==> src/rtl/xlr_gpp_bank.sv <==
// xlr_gpp_bank: host-visible register bank that snapshots parameters into a
// shadow copy for an accelerator, launches it, and captures its results.
module xlr_gpp_bank #(
    parameter int unsigned N_REGS = 8,
    parameter int unsigned DATA_W = 32,
    parameter int unsigned CNT_W  = 16,
    localparam int unsigned IDX_W = $clog2(N_REGS)
) (
    input  logic                     clk,
    input  logic                     rst_n,
    input  logic                     host_wr_en,
    input  logic [IDX_W-1:0]         host_wr_idx,
    input  logic [DATA_W-1:0]        host_wr_data,
    input  logic [IDX_W-1:0]         host_rd_idx,
    output logic [DATA_W-1:0]        host_rd_data,
    input  logic                     host_start,
    output logic [N_REGS*DATA_W-1:0] xlr_regs,
    output logic                     xlr_start,
    input  logic                     xlr_done,
    input  logic [N_REGS*DATA_W-1:0] xlr_res,
    output logic                     busy,
    output logic                     done_irq,
    output logic                     start_err,
    output logic [CNT_W-1:0]         busy_cycles
);

    typedef enum logic [1:0] {StIdle, StLaunch, StBusy, StCapture} state_e;

    // One extra bit so N_REGS itself is representable for the range check.
    localparam logic [IDX_W:0] NRegsW = (IDX_W + 1)'(N_REGS);

    state_e              state_q, state_d;
    logic [DATA_W-1:0]   host_q   [N_REGS];
    logic [DATA_W-1:0]   shadow_q [N_REGS];
    logic [DATA_W-1:0]   res_q    [N_REGS];
    logic [DATA_W-1:0]   rd_q;
    logic [CNT_W-1:0]    cnt_q;
    logic [CNT_W-1:0]    busy_cycles_q;
    logic                start_err_q;

    logic wr_ok, rd_ok, accept, capture;

    assign wr_ok   = host_wr_en && ({1'b0, host_wr_idx} < NRegsW);
    assign rd_ok   = {1'b0, host_rd_idx} < NRegsW;
    assign accept  = (state_q == StIdle) && host_start;
    assign capture = (state_q == StBusy) && xlr_done;

    // State register
    always_ff @(posedge clk or negedge rst_n) begin
        if (!rst_n) begin
            state_q <= StIdle;
        end else begin
            state_q <= state_d;
        end
    end

    // Next-state logic
    always_comb begin
        state_d = state_q;
        unique case (state_q)
            StIdle:    if (host_start) state_d = StLaunch;
            StLaunch:  state_d = StBusy;
            StBusy:    if (xlr_done) state_d = StCapture;
            StCapture: state_d = StIdle;
            default:   state_d = StIdle;
        endcase
    end

    // Host registers, shadow snapshot and result capture
    always_ff @(posedge clk or negedge rst_n) begin
        if (!rst_n) begin
            for (int i = 0; i < N_REGS; i++) begin
                host_q[i]   <= '0;
                shadow_q[i] <= '0;
                res_q[i]    <= '0;
            end
        end else begin
            for (int i = 0; i < N_REGS; i++) begin
                if (wr_ok && (host_wr_idx == IDX_W'(i))) begin
                    host_q[i] <= host_wr_data;
                end
                // Snapshot lands on the edge into LAUNCH so the shadow is valid
                // alongside xlr_start; a same-cycle write is forwarded in.
                if (accept) begin
                    shadow_q[i] <= (wr_ok && (host_wr_idx == IDX_W'(i))) ? host_wr_data
                                                                          : host_q[i];
                end
                if (capture) begin
                    res_q[i] <= xlr_res[i*DATA_W +: DATA_W];
                end
            end
        end
    end

    // Busy counter, last-run duration, sticky start error and readback
    always_ff @(posedge clk or negedge rst_n) begin
        if (!rst_n) begin
            cnt_q         <= '0;
            busy_cycles_q <= '0;
            start_err_q   <= 1'b0;
            rd_q          <= '0;
        end else begin
            if (state_q == StLaunch) begin
                cnt_q <= '0;
            end else if ((state_q == StBusy) && (cnt_q != '1)) begin
                cnt_q <= cnt_q + 1'b1;
            end
            if (state_q == StCapture) begin
                busy_cycles_q <= cnt_q;
            end
            if (accept) begin
                start_err_q <= 1'b0;
            end else if (host_start) begin
                start_err_q <= 1'b1;
            end
            rd_q <= rd_ok ? res_q[host_rd_idx] : '0;
        end
    end

    for (genvar g = 0; g < N_REGS; g++) begin : g_flat
        assign xlr_regs[g*DATA_W +: DATA_W] = shadow_q[g];
    end

    assign xlr_start    = (state_q == StLaunch);
    assign busy         = (state_q == StLaunch) || (state_q == StBusy);
    assign done_irq     = (state_q == StCapture);
    assign start_err    = start_err_q;
    assign busy_cycles  = busy_cycles_q;
    assign host_rd_data = rd_q;

endmodule

==> config.mk <==
export PLATFORM = sky130hd
export DESIGN_NAME = xlr_gpp_bank
export DESIGN_NICKNAME = d
export VERILOG_FILES = /design/src/rtl/xlr_gpp_bank.sv
export SDC_FILE = /design/constraint.sdc
export NUM_CORES = 1
export LEC_CHECK = 0
export CAP_MARGIN = 20
export CORE_UTILIZATION = 50
export DETAILED_ROUTE_END_ITERATION = 10
export PLACE_DENSITY = 0.84
export SLEW_MARGIN = 40
export SYNTH_ARGS = -nofsm -noshare
export SYNTH_HDL_FRONTEND = slang
export SYNTH_SLANG_ARGS = --single-unit
==> constraint.sdc <==
create_clock -name clk -period 2.1 [get_ports clk]
set_input_delay 0.42 -clock clk [delete_from_list [all_inputs] [get_ports clk]]
set_output_delay 0.42 -clock clk [all_outputs]
set_load 0.05 [all_outputs]
Yosys cells after proc, flatten, opt, wreduce, memory -nomap -nowiden
Index checks and enable logic that the tools add are counted.

storage, ports and cells
  bits in registers = 835
  RAM bits = 0
  bits in latches = 0
  output and inout bits = 308
  bits in read-only memories = 0
  memories = 0

cells by class
  shifts and indexed selects = 0
  eq/ne operators = 13
  reduce and logical (&&, ||, !) cells = 17
  add/sub/neg operators = 1
  bitwise logic cells = 1
  $mul = 0
  mux-type cells = 18
  $lt $le $gt $ge = 1
  divide/modulo/power cells = 0

operator list
  kind                   count
  $mux 32                10
  $bmux 32 s3            1
  $mux 16                2
  $add 16x1->16 const B  1
  $ne 16x16->1 const B   1
  $eq 3x3->1 const B     4
  $logic_and 1x1->1      11
  $pmux 2 s4             1
  $eq 3x2->1 const B     2
  $eq 2x2->1 const B     2
  $ge 4x4->1 const B     1
  $mux 2                 2
  $ne 2x2->1 const B     2
  $not 3->4              1
  $reduce_bool 2->1      2
  $eq 3x1->1 const B     1
  $logic_not 3->1        1
  $eq 2x1->1 const B     1
  $logic_not 2->1        1
  $mux 1                 2
  $reduce_and 2->1       1
  $logic_or 1x1->1       1

Longest topological paths before layout
Gate-level depths: netlist of the first run.

  depth in word-level cells = 4
  mapped depth = 7

Least setup slack after synthesis of the first run
OpenSTA, ideal clock, no wires.

  path kind = register -> register
  start point = register state_q[0]
  end point = register busy_cycles_q[10], in the netlist busy_cycles[10]
  cell stages (with the launch flop) = 5
  setup time = 125 ps
  buffers on the path = 2
  data arrival time = 1,878 ps
  slack = 97 ps
  required time = 1,975 ps
  cell sequence = dfrtp_1 ha_1 clkbuf_1 buf_1 mux2_2

on the way
  cells in the longest elaborated chain, start to end = 1

RTL lines
  item                      line  text
  start: declaration        32    state_e state_q, state_d;
  start signal: assignment  51    state_q <= StIdle;
  start signal: assignment  53    state_q <= state_d;
  $eq 2x2->1                --
  via done_irq              22    output logic done_irq,
  end signal: assignment    109   busy_cycles_q <= cnt_q;
  end: declaration          38    logic [CNT_W-1:0] busy_cycles_q;

The timed path passes the listed nets, and every way through them passes these cells.
A chain may end at the register's enable or synchronous reset.

Worst setup path in the final report of the first run
  start point = register shadow_q, in the netlist xlr_regs[30]
  end point = output xlr_regs[30]

RTL lines
  item                              line  text
  start: declaration                34    logic [DATA_W-1:0] shadow_q [N_REGS];
  start signal: indexed assignment  85    shadow_q[i] <= (wr_ok && (host_wr_idx == IDX_W'(i))) ? host_wr_data
  end: declaration                  17    output logic [N_REGS*DATA_W-1:0] xlr_regs,

No word-level cell between the ends.

==> results of run 1 <==
[worst register-to-register path, cell delays in order (launching register included)]
cell     delay [ps]
dfrtp_1         410
inv_1           120
ha_1            210
and4_1          280
nand4_4         180
or4_1           500
a21oi_1         200
[placed cells by master, fill, tap and decap left out, drive strengths merged, types with 2 or more instances in the layout]
cell,synthesis,layout
or4,5,5
clkbuf,30,119
inv,5,9
o31ai,5,5
nor4,2,2
dlygate4sd2,0,257
and3,3,3
nand4b,3,3
nand3,6,6
nor3b,2,2
nor3,5,5
diode,0,13
ha,6,6
mux2,817,817
a31oi,2,2
nand2b,3,3
and4,3,3
mux4,64,64
dfrtp,835,835
buf,80,162
clkdlybuf4s50,0,294
or3,5,5
nor2b,2,2
nand2,8,8
nand4,10,10
bufinv,0,5
a21oi,11,11
clkinvlp,0,4
nor2,7,7
o21ai,6,6
clkinv,0,23
[state kept, by name, summed over array words and instances (netlist names)]
| name | cells |
|---|---|
| host_rd_data | 32 |
| cnt_q | 16 |
| host_q | 256 |
| busy_cycles | 16 |
| start_err | 1 |
| res_q | 256 |
| xlr_regs | 256 |
| state_q | 2 |
[worst max path at each step]
| stage | startpoint | slack [ps] | end | cells after the start |
|---|---|---|---|---|
| 5_1_grt | state_q[1]$_DFFE_PN0P_ | -10 | xlr_start | 3 |
| 6_report | xlr_regs[30]$_DFFE_PN0P_ | 40 | xlr_regs[30] | 1 |
| 3_3_place_gp | host_wr_idx[1] | -300 | xlr_regs[38]$_DFFE_PN0P_ | 6 |
| 3_5_place_dp | host_wr_idx[2] | -330 | xlr_regs[96]$_DFFE_PN0P_ | 6 |
| 4_1_cts | xlr_regs[60]$_DFFE_PN0P_ | 3 | xlr_regs[60] | 1 |
| 2_1_floorplan | state_q[0]$_DFFE_PN0P_ | 100 | busy_cycles[10]$_DFFE_PN0P_ | 4 |
[through the flow]
step           worst slack, ps  hold WS (ps)  area, um2  utilization [%]  setup TNS (ps)
3_3_place_gp            -299.7         346.2      40680            62.87          -62360
6_report                 40.45         298.2      43240            66.83               0
3_5_place_dp            -327.1         343.7      40680            62.87          -74080
5_1_grt                 -10.02         278.3      43230            66.81          -10.02
2_1_floorplan            97.30         124.4      32830                -               0
4_1_cts                  2.629         251.0      43200            66.77               0
[cells by family (layout without fill, tap and decap cells)]
group	Yosys count	count (layout)	synth area share (%)
mux	882	882	32.44
flops	835	835	63.64
buf+inv	116	875	1.745
simple gates	66	66	1.376
compound gates	27	27	0.5373
fa+ha+maj	6	6	0.2287
xor+xnor	1	1	0.02668
other cells	0	13	0
[power breakdown]
group	internal, mW	switching (mW)	total (mW)
combinational	11.0	16.8	27.9
sequential	22.6	3.63	26.2
clock	8.65	6.46	15.1
total	42.3	26.9	69.2
[cell type report]
class | instances | area (um2)
antenna | 13 | 32.53
multi-input combinational | 982 | 11420
fill | 4301 | 21460
timing repair buffer | 715 | 6990
clock buffer | 119 | 2385
sequential | 835 | 20900
tap | 855 | 1070
clock inverter | 36 | 429.2
inverter | 5 | 18.77
[metal layers]
metal	wire (um)	vias up	part of all wire, %	GRT usage, %
li1	-	8411	-	-
met1	34580	10520	39	33.21
met2	44590	676	50	45.54
met3	6486	205	7.3	7.619
met4	3578	12	4.0	11.29
met5	81	-	0.091	0
[timing repair]
action                                  4_1_cts  5_1_grt
hold buffers                                  1        0
endpoints found under the hold margin       172        0
endpoints found under the setup margin      261        2
resized for setup                           262        1
buffers inserted                              1        0
==> out/results.ini, run 1 <==
[logic_synthesis]
avgSynthCellArea_um2=16.98
synthFlopType=dfrtp_1
synth-edff-count=0
syn_inst=1933
ys_types=44
synth_area_leaders=dfrtp_1 (64%), mux2_2 (28%), mux4_2 (4.4%)
synth_top_area_share_pct=63.64
yosysMostFrequentCell=dfrtp_1
seq_area_frac_synth_pct=63.64
synth_common_cells=dfrtp_1 (835), mux2_2 (808), mux4_2 (64)
synth.largest_area_cell=dfrtp_1
async_reset_ff_share_pct=100.0
synth_fp_nets=2238
synth-seq-cells=835
yosys_warnings=0
synth_area_mm2=0.03283

[global_routing]
track_usage_pct=27.18
grt_overflow_total=0
grt_max_degree=92
antenna_found_initial=16
grt_pass1_vias=21930
grt_pass1_wl_um=136300

[die]
die_h_um=258.2
die_w_um=258.2
ios=607
dieArea_mm2=0.06669
initial_core_util_pct=50.75
rows=93
core_area_mm2=0.06470

[sta]
max_freq_mhz=485.5
skew_ps=34.30
setup_violations=0
rsz0062_at_grt=yes
hold_viol_final=0
relSlewSlack_pct=59.57
worst_pin_slew_ps=608.9
post-route-period-util_pct=98.07
period_needed_ps=2060
timing_max_transition_violations_final=0

[critical_path]
crit_chain=dlygate4sd2_1
start_kind=register
crit_required_ps=1680
cp.arrival_ps=1640
path_buf_inv=1
cp-end-kind=output pin
max_stage_delay_ps=620
r2r-start=state_q[0]$_DFFE_PN0P_
worst-setup-path-type=register to output pin
crit_family=buffers and inverters
critPathSlowestCell=dlygate4sd2_1
cp_max_fo=2
ff2ff_path_depth=6
reg2reg_slack_ps=130
worstReg2RegEnd=cnt_q[13]$_DFFE_PN0P_

[pwr]
power_mw=69.21
powerDensity_mw_per_mm2=1601
peakVddDrop_mv=1.363
power.leakage_nw=19.19

[detailed_routing]
wirelength_um=89310
routedWlPerCell_um=25.09
vias_per_cell=5.569
drc=0
ant_nets=0
dr.first_iter.drc_count=1062
drt_pass1_iterations=5
via_count=19830

[placed_design]
portBuffers=606
dp_cells=3390
gp_congestion=0.8602
hpwl_um=64100

[min_path]
hp-class=input pin to asynchronous set/reset pin

[cells_and_area]
syn_to_final_growth_pct=31.69
drive_gt1_share_pct=44.21
nets=2929
final_cells=3560

[clocking]
clk-insertion-delay-late_ps=650
cts_max_level=3
clk_pin_slew_ps=60
cts_buffer_depth=3
root_buffer=clkbuf_16
cts_tree=built
clock-sinks=835
cts_made_buffers=85

[run]
cap_violations=0

[outcome]
outcome=completed

No activity file was read; power rests on OpenSTA's default activity.
==> run 2, diff against run 1 <==
HOLD_SLACK_MARGIN = 0.12   (was not set)
==> results of run 2 <==
Same layout as run 1: the final DEF is identical, and so are final timing and power.
==> run 3, diff against run 2 <==
CORE_UTILIZATION = 40   (was 50)
PLACE_DENSITY = 0.71   (was 0.84)
==> run 3 against run 2 <==
  * The run now ends with DRC left
  * Flip-flop and latch count stayed put
  * Clock power is 7% higher
  * Design area increased by 1.4%
  * Combinational power is essentially flat
  * Worst setup slack improved by 22 ps
  * Critical path type unchanged
  * Largest cell class unchanged
==> out/results.ini, run 3 (synthesis gave the netlist of run 1 again) <==
[outcome]
outcome=complete, but fails checks
failed_checks=DRC

[sta]
rsz0062_at_grt=yes
hold_viol_final=0
period_needed_ps=2037
worst_pin_slew_ps=599.7
relSlewSlack_pct=60.18
timing_max_transition_violations_final=0
skew_ps=31.56
post-route-period-util_pct=97.00
setup_violations=0
max_freq_mhz=490.9

[global_routing]
track_usage_pct=21.32
grt_max_degree=98
grt_pass1_wl_um=133500
antenna_found_initial=19
grt_overflow_total=0
grt_pass1_vias=21500

[clocking]
clk-insertion-delay-late_ps=650
clock-sinks=835
root_buffer=clkbuf_16
cts_buffer_depth=3
clk_pin_slew_ps=60
cts_max_level=3
cts_tree=built
post-cts-setup-buffers=0
cts_made_buffers=90

[placed_design]
gp_congestion=0.8679
hpwl_um=64610
dp_cells=3608
portBuffers=606

[critical_path]
worstSetupEndpoint=xlr_regs[96]
path_depth=1
critPathSlowestCell=clkdlybuf4s15_1
crit_chain=clkdlybuf4s15_1
r2r-start=state_q[0]$_DFFE_PN0P_
worstReg2RegEnd=cnt_q[11]$_DFFE_PN0P_
reg2reg_slack_ps=80
cp.arrival_ps=1620
cp-end-kind=output pin
startpoint=xlr_regs[96]$_DFFE_PN0P_
ff2ff_path_depth=6
crit_family=buffers and inverters
start_kind=register
path_buf_inv=1
worst-setup-path-type=register to output pin
crit_required_ps=1680
cp_max_fo=2
max_stage_delay_ps=540

[pwr]
power.leakage_nw=19.36
p_int_mw=43.43
peakVddDrop_mv=0.9003
switchingPower_mw=26.64
power_mw=70.06
pwr-share-seq_pct=37.4
switching_share_pct=38.02
clkPwrFrac_pct=23.1
powerDensity_mw_per_mm2=1598
pwr-share-comb_pct=39.6

[detailed_routing]
dr.first_iter.drc_count=885
vias_per_cell=5.124
routedWlPerCell_um=23.34
drc=72
ant_nets=0
via_count=19360
drt_pass1_iterations=11
wirelength_um=88190

[die]
core_area_mm2=0.08081
dieArea_mm2=0.08323
rows=104
ios=607
die_h_um=288.5
initial_core_util_pct=40.63
die_w_um=288.5

[cells_and_area]
syn_to_final_growth_pct=33.52
final_core_util_pct=54.25
final_common_cell=dfrtp_1
drive_gt1_share_pct=44.69
final_cell_mix=dfrtp_1 (835), mux2_2 (808), clkdlybuf4s50_1 (294)
nets=2946
final_cells=3778

[run]
cap_violations=0

[min_path]
hp-class=input pin to asynchronous set/reset pin

run 3: cell count changes in the layout (fill, tap and decap cells not counted), moves of 2 or more:
cell             delta
clkbuf_16           +7
clkdlybuf4s15_1     +5
clkbuf_2            +2
clkbuf_8           +10
ha_2                +2
dlygate4sd2_1       -4
buf_4              +10
ha_1                -3
diode_2             -5
clkinv_2            -8
run 3: area by class of cell:
class	instances	area, um2
Tap cell	1060	1326
Antenna cell	8	20.02
Multi-Input combinational cell	982	11430
Sequential cell	835	20900
Inverter	5	18.77
Clock buffer	135	2694
Timing Repair Buffer	727	7079
Fill cell	6391	36970
Clock inverter	26	375.4
run 3: how the worst min path moves through the flow:
stage	to	slack, ps	depth (start not counted)
after floorplan	busy_cycles[0]$_DFFE_PN0P_	120	0
after global placement	xlr_regs[252]$_DFFE_PN0P_	330	1
after detailed placement	xlr_regs[252]$_DFFE_PN0P_	330	1
after CTS	xlr_regs[252]$_DFFE_PN0P_	230	2
after global routing	xlr_regs[252]$_DFFE_PN0P_	240	2
final	xlr_regs[252]$_DFFE_PN0P_	260	2
run 3: power groups by stage:
stage          sequential, mW  clock (mW)  combinational [mW]
2_1_floorplan            34.9           0                9.88
6_report                 26.2        16.2                27.7
5_1_grt                  26.9        17.2                29.1
4_1_cts                  26.2        16.6                28.0
3_5_place_dp             26.6           0                29.5
3_3_place_gp             26.2           0                28.9
run 3: repair_timing:
item                       in CTS  in global routing
pin swaps                       0                  0
hold endpoints to repair      219                  0
setup endpoints to repair     263                  9
resized for setup             272                  5
hold buffers                    1                  0
run 3: per-layer routing:
layer	track usage, %	part of all wire [%]
met1	26.44	40
met4	6.177	2.2
met5	0	0.13
met2	35.04	49
met3	7.567	8.7
run 3: metrics by stage:
| stage | worst slack, ps | setup TNS [ps] | instance area, um2 | hold WS (ps) |
|---|---|---|---|---|
| 2_1_floorplan | 97.30 | 0 | 32830 | 124.4 |
| 3_3_place_gp | -383.6 | -83030 | 41040 | 328.6 |
| 3_5_place_dp | -405.0 | -90390 | 41040 | 333.6 |
| 4_1_cts | 4.309 | 0 | 43820 | 227.4 |
| 5_1_grt | -6.518 | -6.518 | 43830 | 237.8 |
| 6_report | 62.93 | 0 | 43840 | 259.7 |
